$ cat src/rtl/uart_link_ctrl.sv
// uart_link_ctrl: sequences fifo_tx into the UART transmitter, commits clean
// received frames into fifo_rx and streams fifo_rx to the host (valid/ready).
// Ports:
//   i_clk, i_rst                     clock, synchronous active-high reset
//   i_tx_en, i_rx_en, i_clr_stats    host controls
//   i_tx_empty, i_tx_busy, i_tx_done fifo_tx / transmitter status
//   o_tx_rd_en, o_tx_start           fifo_tx pop, transmitter launch pulses
//   i_rx_full, i_rx_empty            fifo_rx status flags
//   i_rx_done, i_framing_error_flag,
//   i_parity_error_flag              receiver frame-complete and error flags
//   i_rx_fifo_data                   fifo_rx read data (cycle after pop)
//   o_rx_start, o_rx_wr_en, o_rx_rd_en  receiver enable, fifo_rx push/pop
//   o_m_data, o_m_valid, i_m_ready   host byte stream
//   o_tx_timeout_err                 sticky TX watchdog flag
//   o_frame_err_cnt, o_parity_err_cnt, o_overrun_cnt  saturating statistics
module uart_link_ctrl #(
    parameter int data_wd    = 8,
    parameter int cnt_wd     = 16,
    parameter int tx_timeout = 70000
) (
    input  logic               i_clk,
    input  logic               i_rst,
    input  logic               i_tx_en,
    input  logic               i_rx_en,
    input  logic               i_clr_stats,
    input  logic               i_tx_empty,
    input  logic               i_tx_busy,
    input  logic               i_tx_done,
    output logic               o_tx_rd_en,
    output logic               o_tx_start,
    input  logic               i_rx_full,
    input  logic               i_rx_empty,
    input  logic               i_rx_done,
    input  logic               i_framing_error_flag,
    input  logic               i_parity_error_flag,
    input  logic [data_wd-1:0] i_rx_fifo_data,
    output logic               o_rx_start,
    output logic               o_rx_wr_en,
    output logic               o_rx_rd_en,
    output logic [data_wd-1:0] o_m_data,
    output logic               o_m_valid,
    input  logic               i_m_ready,
    output logic               o_tx_timeout_err,
    output logic [cnt_wd-1:0]  o_frame_err_cnt,
    output logic [cnt_wd-1:0]  o_parity_err_cnt,
    output logic [cnt_wd-1:0]  o_overrun_cnt
);

    localparam int WD_W = $clog2(tx_timeout + 1);

    typedef enum logic [1:0] {
        T_IDLE,
        T_LOAD,
        T_WAIT
    } tx_state_t;

    tx_state_t r_tx_state;
    tx_state_t w_tx_state_nxt;

    logic [WD_W-1:0] r_wdog;
    logic            r_tx_start;
    logic            r_tx_timeout_err;
    logic            w_tx_launch;
    logic            w_wdog_expire;
    logic            w_tx_rd_en;
    logic            w_tx_start_nxt;
    logic            w_wdog_load;
    logic            w_wdog_dec;

    assign w_tx_launch   = i_tx_en && !i_tx_empty && !i_tx_busy;
    // Expires on the last watchdog count unless tx_done lands in that cycle.
    assign w_wdog_expire = (r_tx_state == T_WAIT) && !i_tx_done
                           && (r_wdog == WD_W'(1));

    always_ff @(posedge i_clk) begin
        if (i_rst) begin
            r_tx_state <= T_IDLE;
        end else begin
            r_tx_state <= w_tx_state_nxt;
        end
    end

    always_comb begin
        w_tx_state_nxt = r_tx_state;
        unique case (r_tx_state)
            T_IDLE: begin
                if (w_tx_launch) begin
                    w_tx_state_nxt = T_LOAD;
                end
            end
            T_LOAD: begin
                w_tx_state_nxt = T_WAIT;
            end
            T_WAIT: begin
                if (i_tx_done || w_wdog_expire) begin
                    w_tx_state_nxt = T_IDLE;
                end
            end
            default: begin
                w_tx_state_nxt = T_IDLE;
            end
        endcase
    end

    // Pop is combinational so the launch costs no idle cycle; tx_start is
    // registered out of T_LOAD, landing 2 cycles after the pop.
    always_comb begin
        w_tx_rd_en     = 1'b0;
        w_tx_start_nxt = 1'b0;
        w_wdog_load    = 1'b0;
        w_wdog_dec     = 1'b0;
        unique case (r_tx_state)
            T_IDLE: w_tx_rd_en = !i_rst && w_tx_launch;
            T_LOAD: begin
                w_tx_start_nxt = 1'b1;
                w_wdog_load    = 1'b1;
            end
            T_WAIT: w_wdog_dec = (r_wdog != '0);
            default: w_tx_rd_en = 1'b0;
        endcase
    end

    always_ff @(posedge i_clk) begin
        if (i_rst) begin
            r_tx_start       <= 1'b0;
            r_wdog           <= '0;
            r_tx_timeout_err <= 1'b0;
        end else begin
            r_tx_start <= w_tx_start_nxt;
            if (w_wdog_load) begin
                r_wdog <= WD_W'(tx_timeout);
            end else if (w_wdog_dec) begin
                r_wdog <= r_wdog - WD_W'(1);
            end
            if (i_clr_stats) begin
                r_tx_timeout_err <= 1'b0;
            end else if (w_wdog_expire) begin
                r_tx_timeout_err <= 1'b1;
            end
        end
    end

    logic r_rx_start;
    logic w_frame_hit;
    logic w_parity_hit;
    logic w_overrun_hit;
    logic w_rx_wr_en;

    // Framing error outranks parity; overrun only counts otherwise-good frames.
    assign w_frame_hit   = i_rx_done && i_framing_error_flag;
    assign w_parity_hit  = i_rx_done && !i_framing_error_flag
                           && i_parity_error_flag;
    assign w_overrun_hit = i_rx_done && !i_framing_error_flag
                           && !i_parity_error_flag && i_rx_full;
    assign w_rx_wr_en    = !i_rst && i_rx_done && !i_framing_error_flag
                           && !i_parity_error_flag && !i_rx_full;

    always_ff @(posedge i_clk) begin
        if (i_rst) begin
            r_rx_start <= 1'b0;
        end else begin
            r_rx_start <= i_rx_en;
        end
    end

    function automatic logic [cnt_wd-1:0] sat_inc(
        input logic [cnt_wd-1:0] v
    );
        return (&v) ? v : v + cnt_wd'(1);
    endfunction

    logic [cnt_wd-1:0] r_frame_err_cnt;
    logic [cnt_wd-1:0] r_parity_err_cnt;
    logic [cnt_wd-1:0] r_overrun_cnt;

    always_ff @(posedge i_clk) begin
        if (i_rst || i_clr_stats) begin
            r_frame_err_cnt  <= '0;
            r_parity_err_cnt <= '0;
            r_overrun_cnt    <= '0;
        end else begin
            if (w_frame_hit) begin
                r_frame_err_cnt <= sat_inc(r_frame_err_cnt);
            end
            if (w_parity_hit) begin
                r_parity_err_cnt <= sat_inc(r_parity_err_cnt);
            end
            if (w_overrun_hit) begin
                r_overrun_cnt <= sat_inc(r_overrun_cnt);
            end
        end
    end

    logic               r_rd_pend;
    logic               r_m_valid;
    logic [data_wd-1:0] r_m_data;
    logic               w_rx_rd_en;

    // One byte in flight at a time: pop, capture next cycle, hold until taken.
    assign w_rx_rd_en = !i_rst && !i_rx_empty && !r_m_valid && !r_rd_pend;

    always_ff @(posedge i_clk) begin
        if (i_rst) begin
            r_rd_pend <= 1'b0;
            r_m_valid <= 1'b0;
            r_m_data  <= '0;
        end else begin
            r_rd_pend <= w_rx_rd_en;
            if (r_rd_pend) begin
                r_m_data  <= i_rx_fifo_data;
                r_m_valid <= 1'b1;
            end else if (r_m_valid && i_m_ready) begin
                r_m_valid <= 1'b0;
            end
        end
    end

    assign o_tx_rd_en       = w_tx_rd_en;
    assign o_tx_start       = r_tx_start;
    assign o_tx_timeout_err = r_tx_timeout_err;
    assign o_rx_start       = r_rx_start;
    assign o_rx_wr_en       = w_rx_wr_en;
    assign o_rx_rd_en       = w_rx_rd_en;
    assign o_m_data         = r_m_data;
    assign o_m_valid        = r_m_valid;
    assign o_frame_err_cnt  = r_frame_err_cnt;
    assign o_parity_err_cnt = r_parity_err_cnt;
    assign o_overrun_cnt    = r_overrun_cnt;

endmodule
$ cat config.mk
export PLATFORM = sky130hd
export DESIGN_NAME = uart_link_ctrl
export DESIGN_NICKNAME = d
export VERILOG_FILES = /design/src/rtl/uart_link_ctrl.sv
export SDC_FILE = /design/constraint.sdc
export NUM_CORES = 1
export LEC_CHECK = 0
export BUFFER_PORTS_ARGS = -buffer_cell sky130_fd_sc_hd__buf_2
export CORE_MARGIN = 2
export CORE_UTILIZATION = 30
export DETAILED_ROUTE_END_ITERATION = 10
export GPL_TIMING_DRIVEN = 1
export PLACE_DENSITY = 0.47
export SETUP_SLACK_MARGIN = 0.5
export SLEW_MARGIN = 20
export SYNTH_ARGS = -nofsm -noshare
export SYNTH_HDL_FRONTEND = slang
export SYNTH_SLANG_ARGS = --single-unit
$ cat constraint.sdc
create_clock -name i_clk -period 2.8 [get_ports i_clk]
set_input_delay 0.14 -clock i_clk [delete_from_list [all_inputs] [get_ports i_clk]]
set_output_delay 0.14 -clock i_clk [all_outputs]
set_load 0.05 [all_outputs]
==> results of run 1 <==
state kept, by name (all words and copies together), names as in the netlist:
signal            cells
r_tx_state            2
r_wdog               17
o_rx_start            1
r_rd_pend             1
o_m_valid             1
o_tx_timeout_err      1
o_tx_start            1
o_overrun_cnt        16
o_frame_err_cnt      16
o_parity_err_cnt     16
o_m_data              8
cells in the final DEF, fill, tap and decap left out, types with 3 or more instances in the layout:
master,instances
a2111o_1,3
a211oi_1,6
a21oi_1,34
a31o_2,3
a31oi_1,10
and3_1,6
and4_1,5
and4b_1,3
buf_2,84
buf_4,12
clkbuf_16,9
dfxtp_1,80
ha_1,6
inv_1,9
mux2i_1,22
nand2_1,45
nand2b_1,7
nand3_1,21
nand4_1,15
nor2_1,35
nor2b_1,3
nor3_1,14
nor4_1,11
nor4_2,3
o211ai_1,5
o21a_1,3
o21ai_0,22
o311ai_0,3
o31ai_1,14
o41ai_1,7
or2_2,5
or3_1,18
or4_1,18
worst min-delay path: cells and delay by family:
family	cells	cell delay (ns)
buffers and inverters	1	0.07
and+or+nand+nor	1	0.07
muxes	1	0.05
per-stage QoR:
stage,cells,worst slack (ns),util [%],area (sq um)
2_1_floorplan,493,0.543,-,4130
3_3_place_gp,739,0.525,35.8,4760
3_5_place_dp,739,0.468,35.8,4760
4_1_cts,757,0.523,38.4,5110
5_1_grt,758,0.513,38.5,5120
6_report,758,0.597,38.5,5120
how the worst max path moves through the flow:
stage                      from  depth (start not counted)                end
2_1_floorplan  o_overrun_cnt[4]                          4  o_overrun_cnt[11]
3_3_place_gp          r_wdog[0]                          6         r_wdog[14]
3_5_place_dp          r_wdog[1]                          6         r_wdog[14]
4_1_cts               r_wdog[1]                          6         r_wdog[14]
5_1_grt           r_tx_state[1]                          4          r_wdog[9]
6_report              r_wdog[0]                          6         r_wdog[14]
kinds of logic after synthesis:
| family | synth area share [%] |
|---|---|
| simple gates | 30.6 |
| compound gates | 19.9 |
| flops | 39.0 |
| buf+inv | 3.29 |
| mux | 5.36 |
| fa+ha+maj | 1.83 |
layer usage:
| metal | vias up | global-route usage [%] |
|---|---|---|
| li1 | 2075 | - |
| met1 | 1932 | 20.8 |
| met2 | 124 | 24.6 |
| met3 | 12 | 5.92 |
| met4 | 0 | 5.16 |
| met5 | - | 0 |
power by group through the flow:
| stage | sequential [mW] | combinational, mW | clock (mW) |
|---|---|---|---|
| detailed placement | 1.20 | 0.245 | 0 |
| finish | 1.17 | 0.258 | 1.29 |
| CTS | 1.17 | 0.251 | 1.33 |
| global route | 1.18 | 0.280 | 1.38 |
| floorplan | 1.22 | 0.143 | 0 |
| global placement | 1.20 | 0.244 | 0 |
layout make-up:
type / count / area (sq um)
fillers: 1354 / 8170
multi-input cells: 378 / 2410
flip-flops and latches: 80 / 1600
repair buffers: 98 / 531
clock buffers: 9 / 225
well taps: 176 / 220
clock inverters: 7 / 95.1
inverters: 10 / 37.5
what timing repair did:
action | 4_1_cts | 5_1_grt
resized for setup | 2 | 3
setup buffers | 0 | 1
hold buffers | 2 | 0
cloned | 0 | 0
setup endpoints to repair | 2 | 2
pin swaps | 0 | 2
hold endpoints to repair | 2 | 0
==> summary.txt, run 1 <==
Synth
  • Cell with the most instances after synthesis: dfxtp_1
  • Area leader, netlist: dfxtp_1
  • Avg Synthesized Cell Area: 8.34 sq um
  • Ys Warns: 0
  • Mapped Cells: 493
  • Post-synthesis cell type count: 51
  • Sequential-to-total area share from yosys stat: 39.0%
  • Synth top area share: 39.0%
  • Yosys reg bits: 80
  • Commonest register cell after synthesis: dfxtp_1
  • Net count after synthesis: 521
  • Main area contributors after synthesis: dfxtp_1 39%, mux2i_1 5.4%, a21oi_1 4.1%
  • Area of the mapped netlist: 4110 sq um
  • EDFF count, synth: 0
  • Synth cell count leaders: 80 x dfxtp_1, 45 x nand2_1, 36 x nor2_1
  • Synth async-reset ratio: 0%

STA
  • Min Hold Slack: 0.0243 ns
  • Slew at the pin with the worst max-slew slack: 0.864 ns
  • Worst slew margin: 41.9%
  • Max Clock Skew: 0.00348 ns
  • Fmax: 454 MHz
  • RSZ-0062 raised after global routing: false
  • Total negative slack: 0 ns
  • Tmin final: 2.20 ns
  • Tcrit/Tclk final: 78.7%
  • Final Max Slew Viols: 0
  • Final setup fails: 0
  • Final hold violation count: 0

Detailed routing
  • Drt total wl: 11.6 mm
  • DRC viols: 0
  • Met3 WL: 822 um
  • Via-to-Cell Ratio: 5.47
  • M1 WL: 5.45 mm
  • Post-DRT Antenna Nets: 0
  • Pre-Repair DR Iteration Count: 4
  • Drt wl/cell: 15.3 um
  • Via total after detailed routing: 4143
  • Max Used Layer: met4
  • Initial drt markers: 246
  • Met2 wire length: 5.17 mm

Layout
  • NumNets Final: 605
  • Antenna diode count: 0
  • Layout cells sized above 1: 23.0%
  • Layout area overhead: 24.6%

Global routing
  • Largest net degree at the start of global routing: 39
  • Total track usage: 16.0%
  • GR Overflow Total: 0
  • Global-route wire length before repair: 18.5 mm
  • Vias in the first global route: 3648
  • Initial antenna violation count: 0

Die
  • Die X: 121 um
  • CORE AREA: 13300 sq um
  • Die Ht: 121 um
  • Die area: 14700 sq um
  • IO Count: 85
  • Initial Utilization: 30.9%
  • Row Count: 42

Critical path
  • Top delay family on crit path: simple AND/OR/NAND/NOR gates
  • Crit-path max cell delay: 0.52 ns
  • Crit path buf inv count: 1
  • FF-to-FF End: r_wdog[14]
  • Startpoint Class: flop
  • R2r startpoint: r_wdog[0]
  • Reg-to-reg slack, setup: 0.60 ns
  • Worst Path Arrival: 2.48 ns
  • Worst endpoint required time: 3.08 ns
  • CP Capture Type: flop
  • Crit Path Max Fanout: 7
  • Critical-path cell list: inv_1 -> ha_1 -> or4bb_4 -> or3_2 -> or4_1 -> a21oi_1
  • CP max stage cell: or4bb_4
  • Setup Crit Path Kind: reg2reg
  • Reg2reg path depth: 6

Clock tree
  • CTS tree: yes
  • Root Buffer: clkbuf_16
  • CTS HTree Levels: 3
  • Number of CTS-inserted buffers: 9
  • Longest Clk Path Bufs: 2
  • Clk_lat worst skew: 0.35 ns
  • Clock-pin slew on the worst setup and hold paths: 0.06 ns
  • Num Clock Sinks: 80

Power
  • Net Sw Frac: 25.5%
  • Combinational share of power: 9.5%
  • Net Sw Power: 0.696 mW
  • Lkg Pwr: 1.97 nW
  • Internal: 2.03 mW
  • P per Cell Area: 532 nW/um^2
  • Total power: 2.72 mW
  • Seq pwr share: 43.1%
  • Worst ir drop on vdd: 0.274 mV
  • Clk network pwr share: 47.4%

Place
  • Port bufs: 84
  • Dpl hpwl: 7.99 mm
  • Routability congestion estimate: 0.823

Min path
  • Hold Path Sink: o_m_data[1]
  • Worst Hold Class: in2reg
  • HP Start: i_rx_fifo_data[1]
  • Hold depth: 3

Status
  • Status: completed

Run
  • Max_cap viols: 0
Note: power is estimated with default switching activity, not from simulation.
==> run 2, diff against run 1 <==
- PLACE_DENSITY: 0.47 -> 0.49
- clock period: 2.8 -> 2.02 ns (I/O delays scaled with it)
==> summary.txt, run 2 (synthesized netlist as in run 1, its figures left out) <==
Status
  • Status: completed

Detailed routing
  • Via total after detailed routing: 4539
  • Initial drt markers: 343
  • DRC viols: 0
  • Met3 WL: 748 um
  • Via-to-Cell Ratio: 5.43
  • Drt wl/cell: 16.1 um
  • Max Used Layer: met4
  • Met2 wire length: 6.36 mm
  • Drt total wl: 13.4 mm
  • M1 WL: 6.12 mm
  • Pre-Repair DR Iteration Count: 6
  • Post-DRT Antenna Nets: 0

Critical path
  • Reg2reg path depth: 4
  • CP Capture Type: flop
  • FF-to-FF End: r_wdog[14]
  • Crit Path Max Fanout: 5
  • Worst Path Arrival: 2.26 ns
  • Setup Crit Path Kind: reg2reg
  • R2r startpoint: r_wdog[11]
  • Worst endpoint required time: 2.29 ns
  • Startpoint Class: flop
  • Reg-to-reg slack, setup: 0.03 ns

Global routing
  • Global-route wire length before repair: 21.4 mm
  • GR Overflow Total: 0
  • Initial antenna violation count: 0
  • Total track usage: 18.2%
  • Vias in the first global route: 4410
  • Largest net degree at the start of global routing: 39

Power
  • Total power: 3.63 mW
  • Lkg Pwr: 2.56 nW
  • Worst ir drop on vdd: 0.366 mV
  • P per Cell Area: 556 nW/um^2

STA
  • Final worst slack: 0.0347 ns
  • Slew at the pin with the worst max-slew slack: 0.443 ns
  • Worst slew margin: 70.2%
  • Min Hold Slack: 0.0360 ns
  • RSZ-0062 raised after global routing: true
  • Final Max Slew Viols: 0
  • Final hold violation count: 0
  • Tcrit/Tclk final: 98.3%
  • Max Clock Skew: 0.00873 ns
  • Total negative slack: 0 ns
  • Tmin final: 1.99 ns
  • Final setup fails: 0
  • Fmax: 504 MHz

Clock tree
  • Number of CTS-inserted buffers: 9
  • Num Clock Sinks: 80
  • Root Buffer: clkbuf_16
  • CTS tree: yes
  • Clock-pin slew on the worst setup and hold paths: 0.06 ns
  • CTS HTree Levels: 3
  • Longest Clk Path Bufs: 2
  • Clk_lat worst skew: 0.34 ns

Min path
  • HP Start: i_rx_fifo_data[1]
  • Hold Path Sink: o_m_data[1]
  • Hold depth: 3
  • Worst Hold Class: in2reg

Layout
  • Largest register FFs: 17
  • Final cell count without fillers: 836
  • Number of fill cells in the layout: 1243
  • Antenna diode count: 0
  • Layout cells sized above 1: 51.4%
  • Register with the most flip-flops: r_wdog
  • Commonest non-fill, non-tap cell in the layout: buf_2
  • NumNets Final: 683
  • Layout area overhead: 58.9%
  • Commonest non-fill, non-tap cells in the layout: 83 x buf_2, 59 x buf_4, 44 x nand2_1

Die
  • Die Ht: 121 um
  • Die X: 121 um
  • Initial Utilization: 30.9%
  • IO Count: 85
  • Row Count: 42
  • CORE AREA: 13300 sq um
  • Die area: 14700 sq um

Place
  • Placed Instances: 764
  • Port bufs: 84
  • Dpl ws: -0.0666 ns
  • Routability congestion estimate: 0.829
  • Dpl hpwl: 8.45 mm

Run
  • Max_cap viols: 0
-- run 2: changes by cell type in the layout (fill, tap and decap cells not counted), moves of 8 or more --
cell	change
or4_1	-11
dfxtp_2	+26
dfxtp_1	-61
o21ai_0	-8
buf_4	+47
buf_6	+22
dfxtp_4	+35
or4_4	+11
a21oi_2	+12
a21oi_1	-13
-- run 2: layout make-up --
class                           count  area, sq um  share of cell area [%]
Multi-Input combinational cell    379         3030                    46.4
Sequential cell                    80         1770                    27.0
Timing Repair Buffer              175         1220                    18.7
Clock buffer                       14          244                    3.73
Tap cell                          176          220                    3.37
Inverter                           10         37.5                   0.574
Clock inverter                      2         10.0                   0.153
-- run 2: critical path, stage by stage, from the launching register on --
cell     delay [ns]
dfxtp_2        0.32
or4_4          0.54
or3_4          0.42
or4_1          0.51
a21oi_1        0.13
-- run 2: how the worst max path moves through the flow --
stage | start | to | slack, ns | depth (start not counted)
after floorplan | r_wdog[11] | r_wdog[16] | 0.03 | 5
after global placement | r_wdog[11] | r_wdog[14] | -0.05 | 4
after detailed placement | r_wdog[11] | r_wdog[12] | -0.07 | 4
after CTS | r_wdog[5] | r_wdog[14] | 0.03 | 4
after global routing | r_wdog[11] | r_wdog[14] | -0.006 | 4
final | r_wdog[11] | r_wdog[14] | 0.03 | 4
-- run 2: timing repair --
action	CTS	global route
endpoints found under the setup margin	46	57
gates cloned	1	3
pin swaps	32	51
buffers inserted	25	18
resized for setup	42	79
hold buffers	9	0
hold endpoints to repair	9	0
-- run 2: through the flow --
stage	util, %	instance area [sq um]
after global placement	39.9	5300
after floorplan	-	4540
after global routing	49.1	6530
after CTS	45.4	6040
final	49.1	6530
after detailed placement	39.9	5300
-- run 2: per-layer routing --
layer,vias up,track usage [%]
met1,2172,22.8
met4,0,6.40
met3,16,4.42
li1,2235,-
met2,116,30.4
met5,-,0
-- run 2: power breakdown --
| group | internal (mW) | leakage, nW | total [mW] | switching (mW) |
|---|---|---|---|---|
| registers | 1.56 | 0.688 | 1.58 | 0.0243 |
| clock network | 0.831 | 0.125 | 1.48 | 0.645 |
| logic | 0.264 | 1.74 | 0.573 | 0.309 |
==> run 3, diff against run 2 <==
--- a/constraint.sdc
+++ b/constraint.sdc
@@ -3,2 +3,2 @@
 set_output_delay 0.101 -clock i_clk [all_outputs]
-set_load 0.05 [all_outputs]
+set_load 0.005 [all_outputs]
==> summary.txt, run 3 (synthesized netlist as in run 1, its figures left out) <==
Clock tree
  • Longest Clk Path Bufs: 2
  • Num Clock Sinks: 80
  • Clock-pin slew on the worst setup and hold paths: 0.06 ns
  • Root Buffer: clkbuf_16
  • CTS HTree Levels: 3
  • CTS tree: yes
  • Clk_lat worst skew: 0.35 ns
  • Number of CTS-inserted buffers: 9

Die
  • Die X: 121 um
  • Row Count: 42
  • Die Ht: 121 um
  • Initial Utilization: 30.9%
  • Die area: 14700 sq um
  • CORE AREA: 13300 sq um
  • IO Count: 85

Detailed routing
  • Via total after detailed routing: 4671
  • Drt wl/cell: 16.8 um
  • Drt total wl: 14.3 mm
  • Initial drt markers: 270
  • Pre-Repair DR Iteration Count: 4
  • DRC viols: 0
  • Via-to-Cell Ratio: 5.50
  • Post-DRT Antenna Nets: 0

Min path
  • HP Start: i_tx_busy
  • Worst Hold Class: in2reg
  • Hold Path Sink: r_tx_state[0]
  • Hold depth: 2

Global routing
  • GR peak layer: met2
  • Met2 Resource Use GR: 30.0%
  • Vias in the first global route: 4286
  • Grt met3 use: 5.17%
  • Global-route wire length before repair: 21.4 mm
  • Initial antenna violation count: 0
  • Largest net degree at the start of global routing: 39
  • GR Overflow Total: 0
  • Met1 Track Usage GR: 23.3%
  • Total track usage: 18.2%

Critical path
  • Setup Crit Path Kind: reg2reg
  • FF-to-FF End: r_wdog[14]
  • Reg-to-reg slack, setup: 0.02 ns
  • Worst Path Arrival: 2.28 ns
  • CP Capture Type: flop
  • R2r startpoint: r_wdog[9]
  • Setup crit start: r_wdog[9]
  • Reg2reg path depth: 4
  • Crit Path Max Fanout: 5
  • Worst endpoint required time: 2.30 ns
  • Startpoint Class: flop

Power
  • Lkg Pwr: 2.62 nW
  • Worst ir drop on vdd: 0.472 mV
  • P per Cell Area: 590 nW/um^2

STA
  • Fmax: 501 MHz
  • Slew at the pin with the worst max-slew slack: 0.646 ns
  • Tcrit/Tclk final: 98.8%
  • Total negative slack: 0 ns
  • Tmin final: 2.00 ns
  • Final setup fails: 0
  • Final hold violation count: 0
  • Final Max Slew Viols: 0
  • Max Clock Skew: 0.00507 ns
  • Min Hold Slack: 0.0441 ns
  • Worst slew margin: 56.5%
  • RSZ-0062 raised after global routing: true

Place
  • Dpl hpwl: 8.77 mm
  • Routability congestion estimate: 0.844
  • Placed inst area: 5140 sq um
  • Port bufs: 84

Layout
  • NumNets Final: 696
  • Largest register FFs: 17
  • Commonest non-fill, non-tap cell in the layout: buf_2
  • Layout area overhead: 64.0%
  • Design area: 6740 sq um
  • Antenna diode count: 0
  • Layout cells sized above 1: 53.9%
  • Register with the most flip-flops: r_wdog
  • Commonest non-fill, non-tap cells in the layout: 84 x buf_2, 73 x buf_4, 43 x nand2_1
  • Number of fill cells in the layout: 1219

Run
  • Max_cap viols: 0

Status
  • Status: completed
-- run 3: worst max path at each step --
stage | slack, ns | to | depth (start not counted)
finish | 0.02 | r_wdog[14] | 4
detailed placement | -0.07 | r_wdog[16] | 4
CTS | 0.03 | r_wdog[14] | 4
global placement | -0.06 | r_wdog[16] | 4
floorplan | 0.04 | r_wdog[16] | 5
global route | -0.01 | r_wdog[8] | 5
-- run 3: what timing repair did --
action | 4_1_cts | 5_1_grt
resized for setup | 59 | 136
endpoints found under the hold margin | 10 | 0
endpoints found under the setup margin | 53 | 64
buffers inserted | 33 | 18
hold buffers | 10 | 0
gates cloned | 2 | 2
pin swaps | 26 | 58
-- run 3: worst max-delay path: stages (launching register included) --
cell,delay (ns)
dfxtp_2,0.32
or4_4,0.54
or3_4,0.43
or4_1,0.51
a21oi_1,0.13
-- run 3: area by class of cell --
type,count,area (sq um),share of cell area [%]
tap,176,220,3.27
clock inverter,6,90.1,1.34
inverter,10,37.5,0.557
timing repair buffer,188,1310,19.4
multi-input combinational,379,3120,46.2
clock buffer,10,250,3.71
sequential,80,1720,25.5
-- run 3: layer usage --
layer,part of all wire [%],vias up
li1,-,2270
met1,44,2249
met2,49,132
met3,5.3,20
met4,1.3,0
met5,0,-
-- run 3: report_power, final --
part           switching [mW]  total [mW]  internal [mW]
combinational           0.267       0.514          0.247
sequential             0.0244        1.60           1.58
clock                   0.705        1.86           1.16
-- run 3: through the flow --
stage	total power [mW]	instances	utilization [%]	setup WS [ns]
6_report	3.98	849	50.7	0.0248
5_1_grt	4.14	849	50.7	-0.0118
4_1_cts	3.94	829	45.7	0.0267
3_5_place_dp	2.01	768	38.6	-0.0741
3_3_place_gp	2.01	768	38.6	-0.0631
2_1_floorplan	1.86	493	-	0.0352
